<file path="config.mk">
export PLATFORM = sky130hd
export DESIGN_NAME = wor_bus_arbiter
export DESIGN_NICKNAME = d
export VERILOG_FILES = /design/src/rtl/wor_arb_pkg.sv /design/src/rtl/rr_pick.sv /design/src/rtl/wor_bus_arbiter.sv
export SDC_FILE = /design/constraint.sdc
export NUM_CORES = 1
export LEC_CHECK = 0
export ABC_AREA = 1
export BUFFER_PORTS_ARGS = -buffer_cell sky130_fd_sc_hd__buf_4
export CORE_MARGIN = 2
export CORE_UTILIZATION = 40
export CTS_BUF_LIST = sky130_fd_sc_hd__clkbuf_4 sky130_fd_sc_hd__clkbuf_8
export DETAILED_ROUTE_END_ITERATION = 10
export GPL_ROUTABILITY_DRIVEN = 1
export PLACE_DENSITY_LB_ADDON = 0.1
export SYNTH_ARGS = -nofsm -noshare
export SYNTH_HDL_FRONTEND = slang
export SYNTH_SLANG_ARGS = --single-unit
</file>
<file path="constraint.sdc">
create_clock -name clk -period 2.2 [get_ports clk]
set_clock_uncertainty 0.15 [all_clocks]
set_input_delay 0.44 -clock clk [delete_from_list [all_inputs] [get_ports clk]]
set_output_delay 0.44 -clock clk [all_outputs]
set_load 0.01 [all_outputs]
</file>
<file path="src/rtl/wor_arb_pkg.sv">
// Shared types and helpers for the wired-OR bus arbiter.
package wor_arb_pkg;

  typedef enum logic [1:0] {IDLE, GRANT, TURN} arb_state_t;

  // Counter/index width that never collapses to zero bits.
  function automatic int clog2_min1(input int n);
    return (n <= 2) ? 1 : $clog2(n);
  endfunction

endpackage

</file>
<file path="src/rtl/rr_pick.sv">
// Combinational round-robin pick: first set request after ptr, wrapping modulo NUM_REQ.
module rr_pick
  import wor_arb_pkg::*;
#(
  parameter  int NUM_REQ = 4,
  localparam int PW      = clog2_min1(NUM_REQ)
) (
  input  logic [NUM_REQ-1:0] req_i,
  input  logic [PW-1:0]      ptr_i,
  output logic               valid_o,
  output logic [NUM_REQ-1:0] winner_o
);

  logic [PW-1:0] idx;

  // Walk the scan order backwards so the earliest candidate is written last.
  always_comb begin
    winner_o = '0;
    idx      = '0;
    for (int k = NUM_REQ; k >= 1; k--) begin
      idx = PW'((int'(ptr_i) + k) % NUM_REQ);
      if (req_i[idx]) begin
        winner_o      = '0;
        winner_o[idx] = 1'b1;
      end
    end
  end

  assign valid_o = |req_i;

endmodule

</file>
<file path="src/rtl/wor_bus_arbiter.sv">
// Round-robin owner sequencer for a shared wired-OR bus: bounded bursts, idle
// turnaround between owners, and readback contention detection.
module wor_bus_arbiter
  import wor_arb_pkg::*;
#(
  parameter  int NUM_REQ    = 4,
  parameter  int DATA_W     = 8,
  parameter  int MAX_BURST  = 4,
  parameter  int TURNAROUND = 1,
  localparam int PW         = clog2_min1(NUM_REQ)
) (
  input  logic                           clk,
  input  logic                           rst_n,
  input  logic [NUM_REQ-1:0]             req,
  input  logic [NUM_REQ-1:0]             last,
  input  logic [NUM_REQ-1:0][DATA_W-1:0] drv_data,
  input  logic [DATA_W-1:0]              bus_rd,
  input  logic                           clr_err,
  output logic [NUM_REQ-1:0]             gnt,
  output logic [DATA_W-1:0]              bus_out,
  output logic [PW-1:0]                  bus_owner,
  output logic                           bus_idle,
  output logic                           collision,
  output logic                           err
);

  localparam int BW = clog2_min1(MAX_BURST);
  localparam int TW = clog2_min1(TURNAROUND);
  localparam logic [BW-1:0] BEAT_LAST = BW'(MAX_BURST - 1);
  localparam logic [TW-1:0] TURN_LAST = TW'(TURNAROUND - 1);

  arb_state_t         state_q, state_d;
  logic [PW-1:0]      ptr_q, ptr_d, owner_q, owner_d, pick_idx;
  logic [BW-1:0]      beat_q, beat_d;
  logic [TW-1:0]      turn_q, turn_d;
  logic [NUM_REQ-1:0] gnt_q, gnt_d, pick_win;
  logic               coll_q, coll_d, err_q, err_d, pick_vld;

  rr_pick #(.NUM_REQ(NUM_REQ)) u_pick (
    .req_i   (req),
    .ptr_i   (ptr_q),
    .valid_o (pick_vld),
    .winner_o(pick_win)
  );

  always_comb begin
    pick_idx = '0;
    for (int i = 0; i < NUM_REQ; i++)
      if (pick_win[i]) pick_idx = PW'(i);
  end

  always_comb begin
    state_d = state_q;
    ptr_d   = ptr_q;
    owner_d = owner_q;
    beat_d  = beat_q;
    turn_d  = turn_q;
    gnt_d   = gnt_q;
    // Only the owner may be driving, so any readback difference is contention.
    coll_d  = (state_q == GRANT) && (bus_rd != drv_data[owner_q]);
    err_d   = coll_d | (err_q & ~clr_err);
    case (state_q)
      IDLE: if (pick_vld) begin
        gnt_d   = pick_win;
        owner_d = pick_idx;
        beat_d  = '0;
        state_d = GRANT;
      end
      GRANT: begin
        beat_d = beat_q + 1'b1;
        if (last[owner_q] || !req[owner_q] || beat_q == BEAT_LAST) begin
          gnt_d   = '0;
          ptr_d   = owner_q;
          turn_d  = '0;
          state_d = TURN;
        end
      end
      TURN: begin
        turn_d = turn_q + 1'b1;
        if (turn_q == TURN_LAST) state_d = IDLE;
      end
      default: state_d = IDLE;
    endcase
  end

  always_ff @(posedge clk or negedge rst_n) begin
    if (!rst_n) begin
      state_q <= IDLE;
      ptr_q   <= PW'(NUM_REQ - 1);
      owner_q <= '0;
      beat_q  <= '0;
      turn_q  <= '0;
      gnt_q   <= '0;
      coll_q  <= 1'b0;
      err_q   <= 1'b0;
    end else begin
      state_q <= state_d;
      ptr_q   <= ptr_d;
      owner_q <= owner_d;
      beat_q  <= beat_d;
      turn_q  <= turn_d;
      gnt_q   <= gnt_d;
      coll_q  <= coll_d;
      err_q   <= err_d;
    end
  end

  // Driven straight from the grant register so reset removes the driver at once.
  always_comb begin
    bus_out = '0;
    for (int i = 0; i < NUM_REQ; i++)
      if (gnt_q[i]) bus_out = bus_out | drv_data[i];
  end

  assign gnt       = gnt_q;
  assign bus_owner = owner_q;
  assign bus_idle  = ~|gnt_q;
  assign collision = coll_q;
  assign err       = err_q;

endmodule

</file>
### Yosys cells after proc, flatten, opt, wreduce, memory -nomap -nowiden

Cells that the tools add are included.

* add/sub/neg operators: 6
* $lt $le $gt $ge: 9
* equality and inequality tests: 7
* mux-type cells: 44
* bitwise logic cells: 6
* reductions and logical operators: 20

Operator list (count)
* two-way mux 8 bit: 5
* two-way mux 4 bit: 6
* bitwise OR 8 bit: 3
* binary-select mux 8 bit (select 2 bit): 1
* < comparator 2 x 3 -> 1 bit, second input constant: 5
* binary-select mux 1 bit (select 2 bit): 6
* two-way mux 1 bit: 12
* two-way mux 2 bit: 6
* demux 1 bit (select 2 bit): 4
* >= comparator 2 x 1 -> 1 bit, second input constant: 4
* != test 8 bit: 1
* one-hot mux 4 bit (2 select lines): 1
* AND reduction 2 bit: 4
* OR reduction 4 bit: 2
* adder 2 x 1 -> 2 bit, second input constant: 3
* one-hot mux 2 bit (3 select lines): 1
* AND reduction 3 bit: 2
* logical AND 1 bit: 5
* adder 2 bit, second input constant: 2
* == test 2 bit, second input constant: 2
* != test 2 bit, second input constant: 2
* one-hot mux 2 bit (2 select lines): 1
* nonzero test 2 bit: 2
* == test 2 x 1 -> 1 bit, second input constant: 1
* 9 further kinds: 11

* register bits after elaboration: 15
* bits of input ports: 51
* output and inout bits: 17
* logic and storage cells: 100

### Longest topological paths before layout

* depth in word-level cells: 12
* depth in mapped cells: 12
* gate-level depth less buffers: 12

### Cells and area by module

A second synthesis with hierarchy kept.

* cells, all modules: 305
* area total of the unflattened synthesis: 1781.7 um^2

Modules (own cells, without submodules)
* wor_bus_arbiter: times used 1, cells an instance 232, area each 1395.1 um^2, seq. area each 377.9 um^2
* rr_pick: times used 1, cells an instance 73, area each 386.6 um^2, seq. area each 0.0 um^2

### Worst setup path before layout

OpenSTA, ideal clock, no wires.

* path kind: register -> register
* from: register ptr_q[0]
* to: register owner_q[0], in the netlist bus_owner[0]
* library setup time: 0.121 ns
* arrival time: 1.768 ns
* required time: 1.929 ns
* slack: 0.161 ns
* stages on the path, launching flop included: 13
* path buffers: 0
* clock period less this slack: 2.039 ns
* cell sequence: dfstp_2 > inv_2 > ha_1 > inv_1 > nand3_2 > nand3_1 > nand2_1 > inv_1 > nand2_1 > nand2_1 > nand2_2 > nor2_2 > a21oi_2

* longest elaborated chain between the ends: 12
* elaborated cells on any way between the ends: 39
* those cells by class: 4 x add/sub; 8 x order compare; 23 x mux; 4 x reduce/logical

Ends and longest elaborated chain
* from (decl): line wor_bus_arbiter.sv:33 `logic [PW-1:0] ptr_q, ptr_d, owner_q, owner_d, pick_idx;`
* from (signal assigned): line wor_bus_arbiter.sv:89 `ptr_q <= PW'(NUM_REQ - 1);`
* from (signal assigned): line wor_bus_arbiter.sv:98 `ptr_q <= ptr_d;`
* adder 2 x 1 -> 2 bit: line rr_pick.sv:21 `idx = PW'((int'(ptr_i) + k) % NUM_REQ);`
* < comparator 2 x 3 -> 1 bit (not written as such) or >= comparator 2 x 1 -> 1 bit (tied branches): line rr_pick.sv:24 `winner_o[idx] = 1'b1;`
* logical AND 1 bit (not written as such): line rr_pick.sv:24
* two-way mux 1 bit (not written as such): line rr_pick.sv:24
* demux 1 bit (select 2 bit)
* two-way mux 4 bit (3 in a row): line rr_pick.sv:22 `if (req_i[idx]) begin`
* two-way mux 4 bit (*): line rr_pick.sv:22
* two-way mux 1 bit: line wor_bus_arbiter.sv:49 `if (pick_win[i]) pick_idx = PW'(i);`
* two-way mux 2 bit: line wor_bus_arbiter.sv:49
* two-way mux 2 bit (*): line wor_bus_arbiter.sv:49
* to (signal assigned): line wor_bus_arbiter.sv:99 `owner_q <= owner_d;`
* to (decl): line wor_bus_arbiter.sv:33

Mark *: on every way between the ends. The rest lies on a longest branch, timed or not. The select of a mux whose other input is x is not followed.
A chain may end at the register's enable or synchronous reset.

### Worst setup path after layout

* from: register ptr_q[1]
* to: register owner_q[0], in the netlist bus_owner[0]

The elaborated chain is that of the path after synthesis.

==> run_results.csv <==
group,metric,value,unit
synth,synth_fp_nets,341,
global_route,use_met3,0.0231,
clock_network,post_cts_buffers,0,
synth,synth_edf_count,0,
pwr,finalPower,3180,uW
flow_run,max_cap_violations,0,
synth,synth.avg_cell_area,6.27,um2
worst_setup_path,end_kind,"register",
worst_setup_path,crit_chain,"inv_1, ha_2, inv_1, nand3_2, nand2_2, nand3_1, nand2_1, nand2_1, nand2_2, nor2_2, a21oi_2",
routing,routed_wl,5030,um
global_route,grt-busiest-layer,"met2",
placement,io_buffers,67,
global_route,met1_usage,0.256,
placement,dp_hpwl,3920,um
routing,routed-via-count,2003,
final_layout,layout.nets,411,
timing,final-setup-viol-count,0,
timing,tightest_slew,0.444,ns
floorplanning,die_x,70.0,um
synth,yosys_most_used_dff,"dfrtp_1",
placement,gp_routability_congestion,0.892,
worst_setup_path,critical_path_class,"reg2reg",
timing,fmax,489,MHz
hold_path,min_from,"clr_err",
timing,rsz0062_at_grt,"no",
global_route,grt_max_degree,21,
routing,drtIter0Drc,89,
global_route,overflow,0,
pwr,irDropWorstVdd,1.06,mV
timing,period_share,0.930,
pwr,leakage,0.00127,uW
floorplanning,dieHeight,70.0,um
final_layout,mostFrequentLayoutCell,"nand2_1",
floorplanning,start_util,0.409,
timing,slew-limit-headroom,0.704,
clock_network,cts.sinks,15,
worst_setup_path,max_stage_delay,0.53,ns
hold_path,hp-class,"in2reg",
routing,drt_pass1_iterations,5,
clock_network,clk_pin_slew,0.07,ns
routing,routed_via_density,5.02,
final_layout,insertedDiodeCount,0,
worst_setup_path,timing.rr.start,"ptr_q[1]$_DFFE_PN1P_",
clock_network,cts-root-buf,"clkbuf_8",
worst_setup_path,startpoint_type,"register",
synth,mappedNetlistArea,1740,um2
global_route,grt_pass1_vias,1927,
timing,layout_min_cycle_time,2.05,ns
synth,synth_cells,278,
floorplanning,core,4260,um2
global_route,antenna_found_initial,0,
synth,yosysWarnings,0,
floorplanning,pin_count,68,
worst_setup_path,crit_path_max_fanout,5,
floorplanning,die_area,4900,um2
final_layout,fin_cells,399,
global_route,grt_pass1_wl,8430,um
final_layout,fillCellCount,463,
routing,wl_per_cell,12.6,um
timing,final-hold-violation-count,0,
synth,yosysUniqueCellTypes,33,
worst_setup_path,cp-startpoint,"ptr_q[1]$_DFFE_PN1P_",
run_status,outcome,"finished clean",
worst_setup_path,arrival,2.03,ns
timing,final.setup.tns,0,ns
worst_setup_path,crit_slowest_cell,"dfstp_2",
clock_network,cts_buffer_depth,2,
final_layout,synthToLayoutAreaGrowth,35.2,%
clock_network,worstSkewPairLatency,0.25,ns
global_route,grt_usage,0.208,
final_layout,final_cell_mix,"nand2_1 (117), buf_4 (72), nand3_1 (28), inv_1 (24), dfrtp_1 (13)",
synth,synth_seq_area_share,0.217,
routing,drtAntennaViolNets,0,
timing,drv_slew,0,
synth,async_flop_share,1.00,
clock_network,htree_levels,1,
global_route,met2_usage,0.377,
placement,place_inst,394,
floorplanning,row_count,24,
final_layout,drive_gt1_frac,0.300,
clock_network,tritoncts,"done",
pwr,power.density,1350,nW/um2
clock_network,cts_buffers,3,
worst_setup_path,cp.required,2.18,ns
routing,drcViolationCount,0,
worst_setup_path,timing.critical_path.buf_inv,2,
synth,ys_ff_latch,15,
worst_setup_path,crit_family,"simple AND/OR/NAND/NOR gates",
## power breakdown
part / leakage, uW / switching, uW / internal, uW
sequential: 0.000183 / 135 / 415
clock: 0.0000255 / 99.4 / 125
combinational: 0.00107 / 1440 / 970
## through the flow
| stage | instance area (um2) | hold WS [ns] | setup WS [ns] | utilization |
|---|---|---|---|---|
| 2_1_floorplan | 1740 | -0.00559 | 0.161 | - |
| 3_3_place_gp | 2300 | 0.158 | 0.196 | 0.539 |
| 3_5_place_dp | 2300 | 0.159 | 0.162 | 0.539 |
| 4_1_cts | 2350 | 0.267 | 0.150 | 0.552 |
| 5_1_grt | 2360 | 0.283 | 0.0254 | 0.553 |
| 6_report | 2360 | 0.267 | 0.153 | 0.553 |
## tightest hold or removal path, cell delays in order
cell     delay, ns
buf_4         0.08
inv_1         0.03
nand2_1       0.04
nand2_1       0.04
## path summary, 6_finish.rpt
path	endpoint	slack, ns	cells past startpoint
max reg2reg	bus_owner[0]$_DFFE_PN0P_	0.15	11
min	err$_DFF_PN0_	0.27	4
max	bus_owner[0]$_DFFE_PN0P_	0.15	11
min reg2reg	err$_DFF_PN0_	0.33	2
max in group asynchronous	ptr_q[1]$_DFFE_PN1P_	1.22	2
min in group asynchronous	turn_q$_DFFE_PN0P_	0.43	2
## kinds of logic after synthesis
group                      synth area share
AOI/OAI and AO/OA                    0.0839
xor gates and xnor gates             0.0402
adders and majority gates            0.0861
buffers and inverters                0.0897
DFF                                   0.217
and+or+nand+nor                       0.484
## layer usage
| layer | share of wire | up-vias | routed length (um) |
|---|---|---|---|
| met1 | 0.44 | 916 | 2210 |
| met2 | 0.49 | 54 | 2480 |
| met5 | 0 | - | 0 |
| li1 | - | 1027 | - |
| met4 | 0.014 | 0 | 70 |
| met3 | 0.053 | 6 | 266 |
## flip-flops by register name, indices dropped and copies added (netlist names)
name / count
bus_owner: 2
collision: 1
turn_q: 1
ptr_q: 2
state_q: 2
err: 1
beat_q: 2
gnt: 4
## cell usage after synthesis (2+ instances only)
master,n,share of area
nand2_1,117,0.25
nand3_1,28,0.080
inv_1,24,0.052
dfrtp_1,13,0.19
ha_1,12,0.086
nor2_1,11,0.024
nand2_2,9,0.032
nand4_1,9,0.032
o21ai_0,7,0.020
nand3_2,6,0.034
clkbuf_1,4,0.0086
o21ai_1,4,0.011
xnor2_1,4,0.020
xor2_1,4,0.020
a21oi_1,3,0.0086
a21oi_2,2,0.010
buf_2,2,0.0057
clkinv_1,2,0.0043
dfstp_2,2,0.030
inv_2,2,0.0043
## area by class of cell
type / instances / area (um2) / share of cell area
clock buffers: 3 / 41.3 / 0.0175
multi-input cells: 227 / 1210 / 0.514
clock inverters: 1 / 5.00 / 0.00212
inverters: 28 / 105 / 0.0446
repair buffers: 73 / 551 / 0.234
flip-flops and latches: 15 / 378 / 0.160
well taps: 52 / 65.1 / 0.0276
## repair_timing
item	CTS	global route
hold buffers	1	0
endpoints found under the hold margin	13	0
endpoints found under the setup margin	0	2
gates resized for setup	0	1
Power figures use the tool's default switching activity.
